==> src/rtl/mc_ctrl_if.sv <==
// Control bundle between the multi-cycle main controller and the datapath.
// The master side is the controller: it reads IR fields and the zero flag and drives every datapath control.
interface mc_ctrl_if #(
    parameter int CNT_W = 32
);
    logic [5:0]       op;
    logic [5:0]       funct;
    logic             zero;
    logic             PCWr;
    logic             IRWr;
    logic             RegWr;
    logic             MemWr;
    logic             RegDst;
    logic             MemtoReg;
    logic             ALUSrcA;
    logic [1:0]       ALUSrcB;
    logic             ExtOp;
    logic [1:0]       PCSrc;
    logic [2:0]       ALUop;
    logic [3:0]       state;
    logic [CNT_W-1:0] instr_cnt;

    modport master (
        input  op, funct, zero,
        output PCWr, IRWr, RegWr, MemWr, RegDst, MemtoReg, ALUSrcA, ALUSrcB,
               ExtOp, PCSrc, ALUop, state, instr_cnt
    );

    modport slave (
        output op, funct, zero,
        input  PCWr, IRWr, RegWr, MemWr, RegDst, MemtoReg, ALUSrcA, ALUSrcB,
               ExtOp, PCSrc, ALUop, state, instr_cnt
    );
endinterface

==> src/rtl/mc_ctrl.sv <==
// Multi-cycle MIPS-subset main control: controls are decoded combinationally from the state register (BR's PCWr also
// follows zero) and each instruction takes 3-5 cycles. There is no backpressure; a retired-instruction counter is kept.
module mc_ctrl #(
    parameter int CNT_W = 32
) (
    input  logic      clk,
    input  logic      rst,
    mc_ctrl_if.master bus
);
    typedef enum logic [3:0] {
        S_FETCH = 4'd0,
        S_DCD   = 4'd1,
        S_EXE   = 4'd2,
        S_EXE_I = 4'd3,
        S_ALUWB = 4'd4,
        S_MA    = 4'd5,
        S_MR    = 4'd6,
        S_MW    = 4'd7,
        S_MWB   = 4'd8,
        S_BR    = 4'd9,
        S_JMP   = 4'd10
    } state_t;

    localparam logic [5:0] OP_RTYPE = 6'b000000;
    localparam logic [5:0] OP_ORI   = 6'b001101;
    localparam logic [5:0] OP_LW    = 6'b100011;
    localparam logic [5:0] OP_SW    = 6'b101011;
    localparam logic [5:0] OP_BEQ   = 6'b000100;
    localparam logic [5:0] OP_J     = 6'b000010;

    localparam logic [5:0] FN_ADDU = 6'b100001;
    localparam logic [5:0] FN_SUBU = 6'b100011;
    localparam logic [5:0] FN_OR   = 6'b100101;
    localparam logic [5:0] FN_SLT  = 6'b101010;

    state_t           state_q, state_d;
    logic [CNT_W-1:0] cnt_q, cnt_d;
    logic             retire;

    always_comb begin
        state_d      = S_FETCH;
        retire       = 1'b0;
        bus.PCWr     = 1'b0;
        bus.IRWr     = 1'b0;
        bus.RegWr    = 1'b0;
        bus.MemWr    = 1'b0;
        bus.RegDst   = 1'b0;
        bus.MemtoReg = 1'b0;
        bus.ALUSrcA  = 1'b0;
        bus.ALUSrcB  = 2'b00;
        bus.ExtOp    = 1'b1;
        bus.PCSrc    = 2'b00;
        bus.ALUop    = 3'b001;

        case (state_q)
            S_FETCH: begin
                bus.IRWr    = 1'b1;
                bus.PCWr    = 1'b1;
                bus.ALUSrcB = 2'b01;
                state_d     = S_DCD;
            end
            // Speculatively compute the branch target into ALUOut while decoding.
            S_DCD: begin
                bus.ALUSrcB = 2'b11;
                case (bus.op)
                    OP_RTYPE: begin
                        if (bus.funct == FN_ADDU || bus.funct == FN_SUBU ||
                            bus.funct == FN_OR   || bus.funct == FN_SLT) begin
                            state_d = S_EXE;
                        end
                    end
                    OP_ORI:        state_d = S_EXE_I;
                    OP_LW, OP_SW:  state_d = S_MA;
                    OP_BEQ:        state_d = S_BR;
                    OP_J:          state_d = S_JMP;
                    default:       state_d = S_FETCH;
                endcase
            end
            S_EXE: begin
                bus.ALUSrcA = 1'b1;
                case (bus.funct)
                    FN_SUBU: bus.ALUop = 3'b101;
                    FN_OR:   bus.ALUop = 3'b010;
                    FN_SLT:  bus.ALUop = 3'b111;
                    default: bus.ALUop = 3'b001;
                endcase
                state_d = S_ALUWB;
            end
            S_EXE_I: begin
                bus.ALUSrcA = 1'b1;
                bus.ALUSrcB = 2'b10;
                bus.ExtOp   = 1'b0;
                bus.ALUop   = 3'b010;
                state_d     = S_ALUWB;
            end
            S_ALUWB: begin
                bus.RegWr  = 1'b1;
                bus.RegDst = (bus.op == OP_RTYPE);
                retire     = 1'b1;
                state_d    = S_FETCH;
            end
            S_MA: begin
                bus.ALUSrcA = 1'b1;
                bus.ALUSrcB = 2'b10;
                state_d     = (bus.op == OP_LW) ? S_MR : S_MW;
            end
            S_MR: begin
                state_d = S_MWB;
            end
            S_MWB: begin
                bus.RegWr    = 1'b1;
                bus.MemtoReg = 1'b1;
                retire       = 1'b1;
                state_d      = S_FETCH;
            end
            S_MW: begin
                bus.MemWr = 1'b1;
                retire    = 1'b1;
                state_d   = S_FETCH;
            end
            S_BR: begin
                bus.ALUSrcA = 1'b1;
                bus.ALUop   = 3'b101;
                bus.PCSrc   = 2'b01;
                bus.PCWr    = bus.zero;
                retire      = 1'b1;
                state_d     = S_FETCH;
            end
            S_JMP: begin
                bus.PCWr  = 1'b1;
                bus.PCSrc = 2'b10;
                retire    = 1'b1;
                state_d   = S_FETCH;
            end
            default: begin
                state_d = S_FETCH;
            end
        endcase

        // Reset must not let a half-finished instruction touch PC, IR, registers or memory.
        if (rst) begin
            bus.PCWr  = 1'b0;
            bus.IRWr  = 1'b0;
            bus.RegWr = 1'b0;
            bus.MemWr = 1'b0;
        end

        cnt_d = retire ? cnt_q + CNT_W'(1) : cnt_q;
    end

    always_ff @(posedge clk) begin
        if (rst) begin
            state_q <= S_FETCH;
            cnt_q   <= '0;
        end else begin
            state_q <= state_d;
            cnt_q   <= cnt_d;
        end
    end

    assign bus.state     = state_q;
    assign bus.instr_cnt = cnt_q;
endmodule

==> src/flat_wrapper.sv <==
// flat-port wrapper written by rule: the top's interface ports become plain ports
module mc_ctrl_flat 
#(
    parameter int CNT_W = 32
)
  (clk, rst, bus_op, bus_funct, bus_zero, bus_PCWr, bus_IRWr, bus_RegWr, bus_MemWr, bus_RegDst, bus_MemtoReg, bus_ALUSrcA, bus_ALUSrcB, bus_ExtOp, bus_PCSrc, bus_ALUop, bus_state, bus_instr_cnt);
  mc_ctrl_if #(.CNT_W(CNT_W)) bus_i ();
  input  logic clk;
  input  logic rst;
  input wire logic [$bits(bus_i.op)-1:0] bus_op;
  input wire logic [$bits(bus_i.funct)-1:0] bus_funct;
  input wire logic [$bits(bus_i.zero)-1:0] bus_zero;
  output wire logic [$bits(bus_i.PCWr)-1:0] bus_PCWr;
  output wire logic [$bits(bus_i.IRWr)-1:0] bus_IRWr;
  output wire logic [$bits(bus_i.RegWr)-1:0] bus_RegWr;
  output wire logic [$bits(bus_i.MemWr)-1:0] bus_MemWr;
  output wire logic [$bits(bus_i.RegDst)-1:0] bus_RegDst;
  output wire logic [$bits(bus_i.MemtoReg)-1:0] bus_MemtoReg;
  output wire logic [$bits(bus_i.ALUSrcA)-1:0] bus_ALUSrcA;
  output wire logic [$bits(bus_i.ALUSrcB)-1:0] bus_ALUSrcB;
  output wire logic [$bits(bus_i.ExtOp)-1:0] bus_ExtOp;
  output wire logic [$bits(bus_i.PCSrc)-1:0] bus_PCSrc;
  output wire logic [$bits(bus_i.ALUop)-1:0] bus_ALUop;
  output wire logic [$bits(bus_i.state)-1:0] bus_state;
  output wire logic [$bits(bus_i.instr_cnt)-1:0] bus_instr_cnt;
  assign bus_i.op = bus_op;
  assign bus_i.funct = bus_funct;
  assign bus_i.zero = bus_zero;
  assign bus_PCWr = bus_i.PCWr;
  assign bus_IRWr = bus_i.IRWr;
  assign bus_RegWr = bus_i.RegWr;
  assign bus_MemWr = bus_i.MemWr;
  assign bus_RegDst = bus_i.RegDst;
  assign bus_MemtoReg = bus_i.MemtoReg;
  assign bus_ALUSrcA = bus_i.ALUSrcA;
  assign bus_ALUSrcB = bus_i.ALUSrcB;
  assign bus_ExtOp = bus_i.ExtOp;
  assign bus_PCSrc = bus_i.PCSrc;
  assign bus_ALUop = bus_i.ALUop;
  assign bus_state = bus_i.state;
  assign bus_instr_cnt = bus_i.instr_cnt;
  mc_ctrl #(.CNT_W(CNT_W)) u_core (.clk(clk), .rst(rst), .bus(bus_i));
endmodule
==> config.mk <==
export PLATFORM = sky130hd
export DESIGN_NAME = mc_ctrl_flat
export DESIGN_NICKNAME = d
export VERILOG_FILES = /design/src/rtl/mc_ctrl_if.sv /design/src/rtl/mc_ctrl.sv /design/src/flat_wrapper.sv
export SDC_FILE = /design/constraint.sdc
export NUM_CORES = 1
export LEC_CHECK = 0
export BUFFER_PORTS_ARGS = -buffer_cell sky130_fd_sc_hd__buf_2
export CAP_MARGIN = 30
export CORE_ASPECT_RATIO = 1.1
export CORE_MARGIN = 10
export CORE_UTILIZATION = 35
export CTS_CLUSTER_SIZE = 25
export DETAILED_ROUTE_END_ITERATION = 10
export PLACE_DENSITY = 0.67
export SLEW_MARGIN = 10
export SYNTH_ARGS = -nofsm -noshare
export SYNTH_HDL_FRONTEND = slang
export SYNTH_SLANG_ARGS = --single-unit
export TNS_END_PERCENT = 5
==> constraint.sdc <==
create_clock -name clk -period 2.1 [get_ports clk]
set_clock_uncertainty 0.2 [all_clocks]
set_input_delay 0.105 -clock clk [delete_from_list [all_inputs] [get_ports clk]]
set_output_delay 0.105 -clock clk [all_outputs]
set_load 0.005 [all_outputs]
# Word level (Yosys, flattened, before mapping)
# Cells that the tools add are included.
# word_totals
ramBits,0
romBits,0
input_bits,15
wordCells,55
latchBits,0
mem_count,0
output_inout_bits,51
regBits,36
# op_classes
bitwise,0
n_mux,21
n_lt_le_gt_ge,0
div,0
eq_ne,19
n_shift,0
n_reduce_logical,12
n_addsub,1
mul,0
# ops
op,count
$pmux 4 s5,2
$eq 6x6->1 const B,6
$add 32x1->32 const B,1
$pmux 3 s3,2
$eq 4x3->1 const B,4
$mux 1,13
$eq 4x4->1 const B,3
$reduce_or 2->1,5
$eq 4x2->1 const B,2
$eq 6x2->1 const B,1
$eq 6x3->1 const B,1
$eq 6x4->1 const B,1
$logic_not 6->1,1
$pmux 2 s3,1
$reduce_or 5->1,1
$eq 4x1->1 const B,1
$logic_not 4->1,1
$pmux 2 s2,1
$reduce_or 4->1,1
$logic_or 1x1->1,3
$mux 2,1
$pmux 1 s2,1

# Longest topological paths before layout
# logic_depth
word_depth,7
mapped_depth,8
ltp_nobuf,6

# Least setup slack after synthesis
# Ideal clock, no wire load.
# synth_path
path_kind,reg-to-reg
startpoint,register u_core.state_q[1] (netlist: u_core.bus.state[1])
endpoint,register u_core.cnt_q[25] (netlist: u_core.bus.instr_cnt[25])
period_less_slack_ns,1.945
t_required_ns,1.830
stages_incl_launch_ff,9
setup_slack_ns,0.155
setup_ns,0.070
n_path_buf,3
arrival_time_ns,1.675
cell_sequence,dfxtp_1 -> nand2b_1 -> buf_6 -> a32o_1 -> buf_4 -> nand4_2 -> buf_6 -> or4_1 -> a21oi_1
# synth_between
elab_chain_cells,3
word_cells_on_any_way,7
classes_between,eq/ne (5); mux (1); reduce/logical (1)
# synth_rtl
item,line,text
from (decl),mc_ctrl.sv:36,"state_t state_q, state_d;"
from (signal assigned),mc_ctrl.sv:156,state_q <= state_d;
$eq 4x3->1 / $eq 4x4->1 (equally long branches),mc_ctrl.sv:55,case (state_q)
$reduce_or 5->1 (no line) (*),n/a,
$mux 1 (*),mc_ctrl.sv:55,
to (signal assigned),mc_ctrl.sv:157,cnt_q <= cnt_d;
to (decl),mc_ctrl.sv:37,"logic [CNT_W-1:0] cnt_q, cnt_d;"
# Mark *: on every way between the ends. The rest lies on a longest branch, timed or not.
# A chain may end at the register's enable or synchronous reset.

# Worst setup path after layout
# layout_path
startpoint,register u_core.cnt_q[12] (netlist: u_core.bus.instr_cnt[12])
endpoint,register u_core.cnt_q[30] (netlist: u_core.bus.instr_cnt[30])
# layout_between
elab_chain_cells,1
# layout_rtl
item,line,text
$add 32x1->32,mc_ctrl.sv:148,cnt_d = retire ? cnt_q + CNT_W'(1) : cnt_q;
# No other way between the ends.

==> impl_metrics.toml <==
[global_route]
grt_pass1_vias = 2061
grt_max_degree = 40
grtUsageTotal_pct = 12.08
antenna_found_initial = 0
grt_pass1_wl_um = 9508
gr-total-overflow = 0

[route]
drt_wl_total_um = 6004
viasPerCell = 5.314
final_antenna_net_count = 0
drc_errors = 0
drt_iter0_drc = 151
firstDrtPassIters = 4
vias = 2253
wl_per_cell_um = 14.16

[critical_path]
cp_max_fo = 5
critPathRequiredTime_ns = 2.10
start_kind = "flop"
crit_family = "simple AND/OR/NAND/NOR gates"
end_kind = "flop"
r2r.worst_path.cells = 6
crit_arrival_ns = 1.93
reg2reg_slack_ns = 0.17
path_cells = "and3_4, and3_2, nand4b_1, buf_4, or3_1, a21oi_1"
crit_type = "flop to flop"
r2r_end = "u_core.bus.instr_cnt[30]$_SDFFE_PP0P_"
cpPeakStageDelay_ns = 0.36
critical-path-slowest-cell = "dfxtp_1"
setup.worst_path.start = "u_core.bus.instr_cnt[12]$_SDFFE_PP0P_"
path_buf_inv = 1
r2r_start = "u_core.bus.instr_cnt[12]$_SDFFE_PP0P_"

[clocking]
htreeDepth = 2
tritoncts = "done"
clkTransAtPathRegs_ns = 0.07
cts.sinks = 36
ctsHoldBuffers = 0
cts_buffers = 5
insertion_delay_ns = 0.28
cts_buffer_depth = 2
root_buffer = "clkbuf_8"

[pwr]
power_switching_uw = 292.2
ir_worst_vdd_mv = 0.3560
p_clk_share_pct = 39.0
switching_share_pct = 22.78
p_seq_share_pct = 53.7
power_mw = 1.282
powerDensity_nw_per_um2 = 474.5
comb_power_share_pct = 7.3
p_int_uw = 990.2
power_leakage_nw = 1.086

[placement]
place_area_um2 = 2554
post-dp-hpwl_um = 4538
post-place-ws_ns = -0.02445
numPortBuffers = 65
gp_congestion = 0.8759

[yosys]
synth-simple-area-share_pct = 34.62
synth_edf_count = 0
avgSynthCellArea_um2 = 7.778
synth_cell_types = 46
synthMuxAreaShare_pct = 0.5505
synth_xor_area_share_pct = 8.991
syn_area_um2 = 2046
syn-instance-count = 263
synth_compound_area_share_pct = 15.41
yosysSeqAreaShare_pct = 35.23
synth_adder_area_share_pct = 0.6116
synth_most_common_cell = "nor2_1"
synth_top_flop_cell = "dfxtp_1"
yosysWarnings = 0
ys_top_cells_by_area = "dfxtp_1, xnor2_1, nor2_1, a21oi_1, nand3_1"
async_flop_share_pct = 0
synth_top_family_by_area = "simple AND/OR/NAND/NOR gates"
synth_seq_cells = 36
synth_top_area_share_pct = 35.23
synth_area_leader_cell = "dfxtp_1"
synth_common_cells = "nor2_1, dfxtp_1, a21oi_1"
synth_fp_nets = 279

[layout]
n_antenna_cell = 0
final_area_um2 = 2703
areaGrowthSynthToFinish_pct = 32.11
finalNetCount = 362
drive_above_1_share_pct = 31.12

[die]
pin_count = 66
coreArea_um2 = 5733
dieArea_um2 = 9307
chipHeight_um = 100.2
start_util_pct = 35.68
die_w_um = 92.90
rows = 29

[timing]
finalCriticalPeriod_ns = 1.930
setup_viol = 0
fin_crit_sh_pct = 91.89
worst_pin_slew_ns = 0.7193
grt_setup_unrepaired = "no"
fmax_ghz = 0.5182
hold_viol = 0
drv_slew = 0
relSlewSlack_pct = 52.05
fin_ws_ns = 0.1703
fin_setup_tns_ns = 0

[worst_hold_path]
worstHoldEndpoint = "u_core.bus.state[0]$_SDFF_PP0_"
hp-class = "input pin to flop"
hp-start = "bus_op[4]"
whs_path_depth = 4

[job]
maxCapViolations = 0

[run_status]
run_status = "finished, final reports clean"
placed cells by master, fill, tap and decap left out, types with 3 or more instances in the layout:
master | synthesis | final
a21oi_1 | 21 | 21
and2_1 | 3 | 3
o31ai_1 | 3 | 3
nor4_1 | 8 | 8
nand2b_1 | 4 | 4
buf_2 | 3 | 65
nor2b_1 | 6 | 6
and3_1 | 5 | 3
or4_1 | 3 | 3
o21bai_1 | 3 | 3
xnor2_1 | 16 | 16
nor3_1 | 13 | 13
nand3_1 | 13 | 12
nor2_1 | 37 | 37
nand2_1 | 16 | 16
nand4_1 | 9 | 9
inv_1 | 4 | 4
o21ai_0 | 9 | 9
clkbuf_8 | 0 | 6
xor2_1 | 5 | 5
buf_4 | 1 | 26
dfxtp_1 | 36 | 34
or3_1 | 7 | 7
per-stage QoR:
stage | instances | util (%) | hold slack (ns)
after floorplan | 263 | - | 0.04544
after global placement | 412 | 44.54 | 0.2652
after detailed placement | 412 | 44.54 | 0.2853
after CTS | 423 | 46.51 | 0.009318
after global routing | 424 | 47.14 | 0.04314
final | 424 | 47.14 | 0.02235
sequential cells by signal, summed over array words and instances (netlist names):
name	count
u_core.bus.instr_cnt	32
u_core.bus.state	4
routing by layer:
metal | global-route usage, % | vias to the layer above | routed length, um
met1 | 15.66 | 1065 | 2790
met4 | 2.138 | 0 | 13
met5 | 0 | - | 0
li1 | - | 1120 | -
met2 | 19.54 | 66 | 2854
met3 | 3.507 | 2 | 346
area by class of cell:
class	instances	area (um2)
Tap cell	77	96.34
Inverter	4	15.01
Fill cell	608	3030
Timing Repair Buffer	91	520.5
Clock buffer	8	90.09
Sequential cell	36	723.2
Multi-Input combinational cell	208	1257
power by group through the flow:
stage	sequential, mW	clock, mW	combinational (mW)
final	0.688	0.501	0.0933
after global routing	0.688	0.542	0.104
after CTS	0.688	0.516	0.0931
after detailed placement	0.704	0	0.0928
after global placement	0.703	0	0.0926
after floorplan	0.703	0	0.0559
worst register-to-register path: cells and delay by family (launching register included):
family / cells / cell delay, ns
simple gates: 4 / 0.93
flops: 1 / 0.36
buf+inv: 1 / 0.20
compound gates: 1 / 0.15
worst max path at each step:
stage | slack (ns) | cells past startpoint | to
finish | 0.17 | 6 | u_core.bus.instr_cnt[30]$_SDFFE_PP0P_
global route | 0.002 | 6 | u_core.bus.instr_cnt[24]$_SDFFE_PP0P_
CTS | 0.08 | 5 | u_core.bus.instr_cnt[25]$_SDFFE_PP0P_
detailed placement | -0.02 | 5 | u_core.bus.instr_cnt[26]$_SDFFE_PP0P_
global placement | 0.04 | 5 | u_core.bus.instr_cnt[26]$_SDFFE_PP0P_
floorplan | 0.15 | 8 | u_core.bus.instr_cnt[25]$_SDFFE_PP0P_
timing repair:
item | 4_1_cts | 5_1_grt
resized for setup | 0 | 9
endpoints found under the setup margin | 1 | 11
pin swaps | 0 | 3
buffers inserted | 3 | 1
logic make-up (layout without fill, tap and decap cells):
| kind of cell | Yosys count | in the layout |
|---|---|---|
| simple gates | 135 | 135 |
| compound gates | 50 | 50 |
| flops | 36 | 36 |
| xor+xnor | 21 | 21 |
| buf+inv | 19 | 103 |
| fa+ha+maj | 1 | 1 |
| mux | 1 | 1 |
No activity file was read; power rests on OpenSTA's default activity.
